## src/rtl/result_serializer_pkg.sv

```systemverilog
// result_serializer_pkg
// Shared types and default sizes for the result serializer.
//   ser_state_t    : serializer FSM states (SER_PAR only reachable when the
//                    RESULT_SERIALIZER_PARITY_EN macro is defined)
//   DEFAULT_WIDTH  : result bits per frame (one per compressor column)
//   DEFAULT_FCNT_W : completed-frame counter width
//   SER_IDX_W      : bit-index counter width for the default frame size
package result_serializer_pkg;

  typedef enum logic [1:0] {
    SER_IDLE  = 2'd0,
    SER_SHIFT = 2'd1,
    SER_PAR   = 2'd2
  } ser_state_t;

  localparam int DEFAULT_WIDTH  = 48;
  localparam int DEFAULT_FCNT_W = 16;
  localparam int SER_IDX_W      = $clog2(DEFAULT_WIDTH);

endpackage

```

## src/rtl/ser_shift_reg.sv

```systemverilog
// ser_shift_reg
// WIDTH-bit parallel-load, shift-right register. Bit 0 is the next serial bit.
// Ports:
//   clk      : clock, rising edge
//   rst_n    : synchronous active-low reset, clears the register
//   load     : capture din (has priority over shift_en)
//   shift_en : shift right by one, zero fill at the top
//   din      : parallel load data
//   lsb      : current bit 0
module ser_shift_reg #(
  parameter int WIDTH = 48
) (
  input  logic             clk,
  input  logic             rst_n,
  input  logic             load,
  input  logic             shift_en,
  input  logic [WIDTH-1:0] din,
  output logic             lsb
);

  logic [WIDTH-1:0] data_reg;

  always_ff @(posedge clk) begin
    if (!rst_n) begin
      data_reg <= '0;
    end else if (load) begin
      data_reg <= din;
    end else if (shift_en) begin
      data_reg <= {1'b0, data_reg[WIDTH-1:1]};
    end
  end

  assign lsb = data_reg[0];

endmodule

```

## src/rtl/result_serializer.sv

```systemverilog
// result_serializer
// Captures a WIDTH-bit compressor column result in one transfer and streams it
// LSB-first over a single-bit valid/ready port. Optional even-parity trailer
// bit when RESULT_SERIALIZER_PARITY_EN is defined.
// Ports:
//   clk       : sole clock
//   rst_n     : synchronous active-low reset
//   col       : parallel result, bit i = column i
//   cap_valid : col valid for capture
//   cap_ready : idle, capture accepted this cycle if cap_valid
//   ser_out   : current serial bit
//   ser_valid : ser_out valid
//   ser_ready : downstream accepts ser_out
//   ser_last  : final bit of frame
//   busy      : frame in progress
//   frame_cnt : completed frames, wrapping
// All outputs decode registered state only; nothing depends combinationally
// on ser_ready or cap_valid.
module result_serializer
  import result_serializer_pkg::*;
#(
  parameter int WIDTH  = DEFAULT_WIDTH,
  parameter int FCNT_W = DEFAULT_FCNT_W
) (
  input  logic              clk,
  input  logic              rst_n,
  input  logic [WIDTH-1:0]  col,
  input  logic              cap_valid,
  output logic              cap_ready,
  output logic              ser_out,
  output logic              ser_valid,
  input  logic              ser_ready,
  output logic              ser_last,
  output logic              busy,
  output logic [FCNT_W-1:0] frame_cnt
);

  localparam int IDX_W = (WIDTH > 1) ? $clog2(WIDTH) : 1;
  localparam logic [IDX_W-1:0] LAST_IDX = IDX_W'(WIDTH - 1);

  ser_state_t        state_reg, state_next;
  logic [IDX_W-1:0]  idx_reg;
  logic [FCNT_W-1:0] frame_cnt_reg;
  logic              load;
  logic              shift_en;
  logic              frame_done;
  logic              lsb;
  logic              last_bit;

`ifdef RESULT_SERIALIZER_PARITY_EN
  logic              par_reg;
`endif

  ser_shift_reg #(
    .WIDTH(WIDTH)
  ) u_shift (
    .clk      (clk),
    .rst_n    (rst_n),
    .load     (load),
    .shift_en (shift_en),
    .din      (col),
    .lsb      (lsb)
  );

  assign last_bit = (idx_reg == LAST_IDX);

  // In SHIFT and PAR ser_valid is always high, so ser_ready alone means the
  // current bit is accepted.
  always_comb begin
    state_next = state_reg;
    load       = 1'b0;
    shift_en   = 1'b0;
    frame_done = 1'b0;
    case (state_reg)
      SER_IDLE: begin
        if (cap_valid) begin
          load       = 1'b1;
          state_next = SER_SHIFT;
        end
      end
      SER_SHIFT: begin
        if (ser_ready) begin
          shift_en = 1'b1;
          if (last_bit) begin
`ifdef RESULT_SERIALIZER_PARITY_EN
            state_next = SER_PAR;
`else
            state_next = SER_IDLE;
            frame_done = 1'b1;
`endif
          end
        end
      end
`ifdef RESULT_SERIALIZER_PARITY_EN
      SER_PAR: begin
        if (ser_ready) begin
          state_next = SER_IDLE;
          frame_done = 1'b1;
        end
      end
`endif
      default: state_next = SER_IDLE;
    endcase
  end

  always_ff @(posedge clk) begin
    if (!rst_n) begin
      state_reg     <= SER_IDLE;
      idx_reg       <= '0;
      frame_cnt_reg <= '0;
    end else begin
      state_reg <= state_next;
      if (load) begin
        idx_reg <= '0;
      end else if (shift_en) begin
        // Wrap on the last bit so the index never exceeds WIDTH-1.
        idx_reg <= last_bit ? '0 : idx_reg + IDX_W'(1);
      end
      if (frame_done) begin
        frame_cnt_reg <= frame_cnt_reg + FCNT_W'(1);
      end
    end
  end

`ifdef RESULT_SERIALIZER_PARITY_EN
  // Even parity: XOR of every data bit accepted in this frame.
  always_ff @(posedge clk) begin
    if (!rst_n) begin
      par_reg <= 1'b0;
    end else if (load) begin
      par_reg <= 1'b0;
    end else if (shift_en) begin
      par_reg <= par_reg ^ lsb;
    end
  end

  assign ser_out  = (state_reg == SER_SHIFT) ? lsb :
                    (state_reg == SER_PAR)   ? par_reg : 1'b0;
  assign ser_last = (state_reg == SER_PAR);
`else
  assign ser_out  = (state_reg == SER_SHIFT) && lsb;
  assign ser_last = (state_reg == SER_SHIFT) && last_bit;
`endif

  assign cap_ready = (state_reg == SER_IDLE);
  assign ser_valid = (state_reg != SER_IDLE);
  assign busy      = (state_reg != SER_IDLE);
  assign frame_cnt = frame_cnt_reg;

endmodule
```

## config.mk

```make
export PLATFORM = sky130hd
export DESIGN_NAME = result_serializer
export DESIGN_NICKNAME = d
export VERILOG_FILES = /design/src/rtl/result_serializer_pkg.sv /design/src/rtl/ser_shift_reg.sv /design/src/rtl/result_serializer.sv
export SDC_FILE = /design/constraint.sdc
export NUM_CORES = 1
export LEC_CHECK = 0
export BUFFER_PORTS_ARGS = -buffer_cell sky130_fd_sc_hd__buf_2
export CORE_MARGIN = 3
export CORE_UTILIZATION = 25
export CTS_CLUSTER_DIAMETER = 80
export DETAILED_ROUTE_END_ITERATION = 10
export GPL_ROUTABILITY_DRIVEN = 1
export PLACE_DENSITY_LB_ADDON = 0.15
export SLEW_MARGIN = 40
export SYNTH_ARGS = -nofsm -noshare
export SYNTH_HDL_FRONTEND = slang
export SYNTH_HIERARCHICAL = 1
export SYNTH_SLANG_ARGS = --single-unit
```

## constraint.sdc

```tcl
create_clock -name clk -period 2.3 [get_ports clk]
set_input_delay 0.23 -clock clk [delete_from_list [all_inputs] [get_ports clk]]
set_output_delay 0.23 -clock clk [all_outputs]
set_load 0.005 [all_outputs]
```

==> run_results.csv, run 1 <==
group,metric,value,unit
status,status,"finished clean",
global_routing,grt_usage,10.3,%
setup_path,critPathKind,"reg2out",
drt,first_pass_iters,4,
cts,cts.clk_slew.worst_paths,50,ps
synthesis,synth_area_leaders,"dfxtp_1 41%, o211a_1 13%, mux2_2 9.0%, nand2b_1 8.7%, mux2_1 6.1%",
power,powerDensity,673,nW/um^2
cts,cts.repair.resized,0,
layout,fillerInstances,1446,
sta,tns,0,ps
cts,cts_tree,"built",
synthesis,synth_edf_count,0,
drt,via_per_inst,4.46,
global_routing,grt_max_degree,41,
global_routing,grt_pass1_wl,13000,um
synthesis,synth-seq-area-share,40.5,%
sta,rsz0062_at_grt,"false",
synthesis,async_flop_share,0,%
cts,cts_max_level,3,
drt,wl_per_cell,13.1,um
power,total_power,2.89,mW
power,clockPowerShare,42.7,%
job,drv_cap,0,
global_routing,grt_overflow_total,0,
setup_path,end_kind,"primary output",
sta,final_hold_viol_count,0,
sta,drv_slew,0,
place,portBuffers,72,
die,io_pins,73,
synthesis,yosys.cell_count.top_type,"dfxtp_1",
setup_path,crit_slowest_cell,"dfxtp_1",
drt,dr_wl_met3,429,um
global_routing,antenna_found_initial,0,
global_routing,grt_pass1_vias,2711,
layout,antenna_cells,0,
synthesis,ys_top_cells_by_count,"71 x dfxtp_1, 49 x nand2b_1, 47 x o211a_1",
layout,largest_reg_flops,48,
drt,drt_iter0_markers,143,
die,die_h,124,um
sta,timing.final.crit_share,77.7,%
power,leakage,2.19,nW
synthesis,yosys_warnings,6,
cts,postCtsSetupBuffers,0,
sta,setup_viol,0,
synthesis,synth_top_cell_area_share,40.5,%
cts,cts_buffers,9,
die,die_w,124,um
setup_path,cp.arrival,1560,ps
place,routabilityCongestion,0.690,
cts,clk_path_buf_depth,2,
power,combPwrFrac,11.0,%
layout,layout.nets,461,
cts,insertion_delay,330,ps
synthesis,ys_ff_latch,71,
setup_path,crit_path_start_kind,"flip-flop",
sta,max_slew.worst_pin.slew,602,ps
sta,slew-limit-headroom,59.8,%
drt,met2_length,3510,um
die,core.rowCount,42,
drt,wl_met1,3680,um
setup_path,slowest_delay,360,ps
drt,vias,2619,
cts,cts.sinks,71,
drt,routed_wl,7690,um
power,p_sw,0.653,mW
sta,finalCriticalPeriod,1790,ps
synthesis,yosysTopAreaCell,"dfxtp_1",
synthesis,synthFlopType,"dfxtp_1",
min_path,hold_class,"in2reg",
power,seq_power_share,46.3,%
setup_path,critical_path_required,2070,ps
cts,ctsHoldBuffers,0,
synthesis,synth_cell_type_count,39,
die,start_util,26.1,%
power,cellInternalPower,2.24,mW
synthesis,avgSynthCellArea,10.3,um^2
setup_path,crit_fanout,4,
setup_path,cp_cell_sequence,"ha_1 > and4b_4 > and3_2 > buf_2",
die,die_area,15500,um^2
drt,drc_errors,0,
sta,fmax,560,MHz
layout,area_delta_synth_final,22.5,%
die,placeableCoreArea,13500,um^2
synthesis,netlist_area,3510,um^2
place,dp_hpwl,5310,um
layout,drive_above_1_share,30.7,%
synthesis,syn_nets,395,
sta,fin_skew,3.11,ps
power,swShare,22.6,%
cts,clock-root-buffer,"clkbuf_16",
sta,holdWs,162,ps
drt,ant_nets,0,
power,vdd_ir_drop_max,0.282,mV
synthesis,netlist_instances,341,
drt,highest_layer,"met4",
==> power by group through the flow <==
stage	clock network, mW	registers, mW	logic, mW
finish	1.23	1.34	0.318
global route	1.35	1.35	0.356
global placement	0	1.36	0.320
CTS	1.30	1.34	0.326
detailed placement	0	1.37	0.325
floorplan	0	1.35	0.239
==> area by class of cell <==
type | count | area (um^2) | share of cell area [%]
well taps | 176 | 220 | 5.13
repair buffers | 78 | 430 | 10.0
flip-flops and latches | 71 | 1420 | 33.1
multi-input cells | 241 | 1940 | 45.2
clock inverters | 1 | 5.00 | 0.117
inverters | 6 | 22.5 | 0.524
clock buffers | 14 | 254 | 5.91
==> placed cells by master, fill, tap and decap left out, drive strengths merged, types with 2 or more instances in the layout <==
master,count
a21oi,10
buf,78
nand2b,49
nand2,11
and3,4
and4,4
xnor2,7
nand3,7
nor4,2
o211a,47
inv,6
clkbuf,14
xor2,4
or3,7
nand4,4
o21ai,9
nor2,14
dfxtp,71
ha,2
mux2,47
nor3,3
==> worst paths after layout <==
path / slack [ps] / endpoint / cells after the start / from
worst max-delay path: 510 / ser_last / 4 / idx_reg[0]
worst min-delay path: 160 / u_shift/data_reg[47] / 3 / col[47]
worst max register to register: 580 / u_shift/data_reg[31] / 5 / state_reg[0]
worst min register to register: 490 / idx_reg[1] / 2 / idx_reg[1]
==> critical path, delay by kind of cell, from the launching register on <==
kind,cells,cell delay (ps)
and+or+nand+nor,2,510
buffers and inverters,1,110
DFF,1,360
adders and majority gates,1,250
==> stage by stage <==
step | cells | area (um^2) | worst slack [ps] | util, %
global placement | 572 | 4040 | 622 | 30.0
CTS | 587 | 4300 | 485 | 31.9
finish | 587 | 4300 | 513 | 31.9
floorplan | 341 | 3510 | 722 | -
detailed placement | 572 | 4040 | 588 | 30.0
global route | 587 | 4300 | 408 | 31.9
==> cell families after synthesis <==
family                   after synthesis  share of synthesized area [%]
XOR/XNOR                              11                           2.75
AND/OR/NAND/NOR                      112                           19.8
adder cells (fa/ha/maj)                2                          0.714
buffers and inverters                 29                           4.28
multiplexers                          48                           15.4
AO/OA/AOI/OAI                         68                           16.6
flip-flops                            71                           40.5
==> per-layer routing <==
metal	vias up	track usage, %
met5	-	0
met4	0	3.87
met3	6	3.77
met2	63	16.1
met1	1193	12.9
li1	1357	-
Note: power is estimated with default switching activity, not from simulation.
==> run 2, diff against run 1 <==
- ABC_AREA: default -> 1
- clock period: 2.3 -> 1.77 ns (I/O delays scaled with it)
==> run_results.csv, run 2 <==
group,metric,value,unit
cts,ctsHoldBuffers,0,
cts,cts_buffers,9,
sta,final_hold_viol_count,0,
synthesis,yosys.cell_count.top_type,"nand2_1",
layout,drive_above_1_share,15.7,%
sta,rsz0062_at_grt,"false",
status,status,"finished clean",
sta,slew-limit-headroom,54.7,%
synthesis,synth_area_leaders,"dfxtp_1 40%, nand2_1 30%, a21oi_1 8.4%, inv_1 6.7%, nor2_1 4.3%",
synthesis,netlist_area,3580,um^2
cts,clock-root-buffer,"clkbuf_16",
die,die_area,15800,um^2
cts,insertion_delay,340,ps
place,portBuffers,72,
die,die_w,126,um
global_routing,grt_pass1_vias,3314,
synthesis,synth_top_cell_area_share,39.7,%
setup_path,crit_path_start_kind,"flip-flop",
layout,regArea,1420,um^2
synthesis,avgSynthCellArea,6.14,um^2
drt,wl_per_cell,11.4,um
setup_path,critical_path_required,1590,ps
place,place_area,4110,um^2
synthesis,synthFlopType,"dfxtp_1",
sta,fin_skew,9.10,ps
synthesis,netlist_instances,583,
synthesis,synth_edf_count,0,
die,io_pins,73,
drt,routed_wl,9430,um
job,drv_cap,0,
setup_path,crit_fanout,3,
setup_path,cp.arrival,1450,ps
drt,via_per_inst,4.28,
die,die_h,126,um
setup_path,end_kind,"primary output",
synthesis,synth_cell_type_count,22,
sta,tns,0,ps
global_routing,antenna_found_initial,0,
synthesis,ys_ff_latch,71,
synthesis,ys_top_cells_by_count,"282 x nand2_1, 71 x dfxtp_1, 64 x inv_1",
power,powerDensity,905,nW/um^2
power,vdd_ir_drop_max,0.413,mV
layout,antenna_cells,0,
sta,drv_slew,0,
cts,cts_max_level,3,
die,placeableCoreArea,13900,um^2
setup_path,cp_cell_sequence,"ha_1 > nand3_1 > nor3_1 > buf_2",
sta,max_slew.worst_pin.slew,679,ps
min_path,hold_class,"in2reg",
setup_path,slowest_delay,370,ps
drt,drt_iter0_markers,204,
layout,design_area,4400,um^2
drt,first_pass_iters,4,
cts,cts.sinks,71,
global_routing,grt_max_degree,51,
synthesis,yosys_warnings,6,
drt,ant_nets,0,
layout,final_cell_mix,"282 x nand2_1, 72 x buf_2, 71 x dfxtp_1",
cts,cts_tree,"built",
layout,fillerInstances,1553,
drt,drc_errors,0,
synthesis,synth-seq-area-share,39.7,%
die,start_util,25.7,%
global_routing,grt_usage,12.1,%
cts,cts.clk_slew.worst_paths,60,ps
sta,timing.final.crit_share,91.9,%
cts,clk_path_buf_depth,2,
layout,area_delta_synth_final,22.7,%
sta,finalCriticalPeriod,1630,ps
synthesis,async_flop_share,0,%
layout,layout.nets,699,
place,dp_hpwl,6170,um
sta,setup_viol,0,
global_routing,grt_pass1_wl,15600,um
setup_path,critPathKind,"reg2out",
global_routing,grt_overflow_total,0,
power,leakage,2.19,nW
place,routabilityCongestion,0.766,
setup_path,crit_slowest_cell,"dfxtp_1",
sta,fmax,615,MHz
layout,multi_input_area,1760,um^2
synthesis,syn_nets,637,
synthesis,yosysTopAreaCell,"dfxtp_1",
layout,layout_commonest_cell,"nand2_1",
die,core.rowCount,43,
layout,largest_reg_flops,48,
drt,vias,3547,
[run 2: cell types whose count changed after synthesis, moves of 7 or more]
| cell | previous run | this run |
|---|---|---|
| nand2_1 | 11 | 282 |
| inv_1 | 6 | 64 |
| nor2_1 | 14 | 41 |
| a21oi_1 | 10 | 60 |
| mux2_2 | 28 | 0 |
| nand2b_1 | 49 | 0 |
| nand3_1 | 7 | 16 |
| mux2_1 | 19 | 0 |
| or3_1 | 7 | 0 |
| xnor2_1 | 7 | 0 |
| o21ai_0 | 9 | 2 |
| o211a_1 | 47 | 0 |
[run 2: cell type report]
| class | instances | area share, % |
|---|---|---|
| timing repair buffer | 79 | 10.2 |
| tap | 180 | 5.12 |
| multi-input combinational | 418 | 40.1 |
| clock inverter | 4 | 1.08 |
| inverter | 66 | 5.72 |
| clock buffer | 10 | 5.44 |
| sequential | 71 | 32.3 |
[run 2: per-layer routing]
layer | GRT usage [%] | part of all wire (%) | up-vias
met5 | 0 | 0 | -
met4 | 3.64 | 0.66 | 0
met3 | 3.73 | 3.8 | 4
met2 | 20.1 | 49 | 55
met1 | 15.0 | 47 | 1611
li1 | - | - | 1877
[run 2: cell families after synthesis]
logic type	share of synthesized area (%)
flip-flops	39.7
adder cells (fa/ha/maj)	0.698
AO/OA/AOI/OAI	9.08
AND/OR/NAND/NOR	37.5
buffers and inverters	11.5
XOR/XNOR	1.47
[run 2: worst paths after layout]
check                       startpoint                    to  slack, ps  depth (start not counted)
setup / recovery            idx_reg[0]              ser_last        140                          4
hold / removal                 col[47]  u_shift/data_reg[47]        110                          3
setup reg to reg            idx_reg[0]          frame_cnt[5]        260                          8
hold reg to reg   u_shift/data_reg[32]  u_shift/data_reg[32]        460                          2
[run 2: repair_timing]
action,4_1_cts,5_1_grt
buffers inserted,0,0
gates resized for setup,0,1
endpoints found under the setup margin,0,31
[run 2: critical path, delay by kind of cell, from the launching register on]
kind	cells	cell delay, ps
adders and majority gates	1	210
buffers and inverters	1	150
DFF	1	370
and+or+nand+nor	2	390
[run 2: metrics by stage]
step	worst slack [ps]	power, mW	utilization [%]	hold slack, ps	instances
after floorplan	393	2.08	-	275	583
after global placement	205	2.23	29.5	451	814
after detailed placement	151	2.23	29.5	455	814
after CTS	123	4.05	31.5	99.4	828
after global routing	29.8	4.19	31.5	120	828
final	143	3.98	31.5	111	828
[run 2: report_power, final]
group / leakage, nW / internal [mW] / total, mW / switching, mW
clock network: 0.140 / 1.11 / 1.79 / 0.678
registers: 0.583 / 1.69 / 1.74 / 0.0477
logic: 1.47 / 0.178 / 0.454 / 0.276
total: 2.19 / 2.98 / 3.98 / 1.00
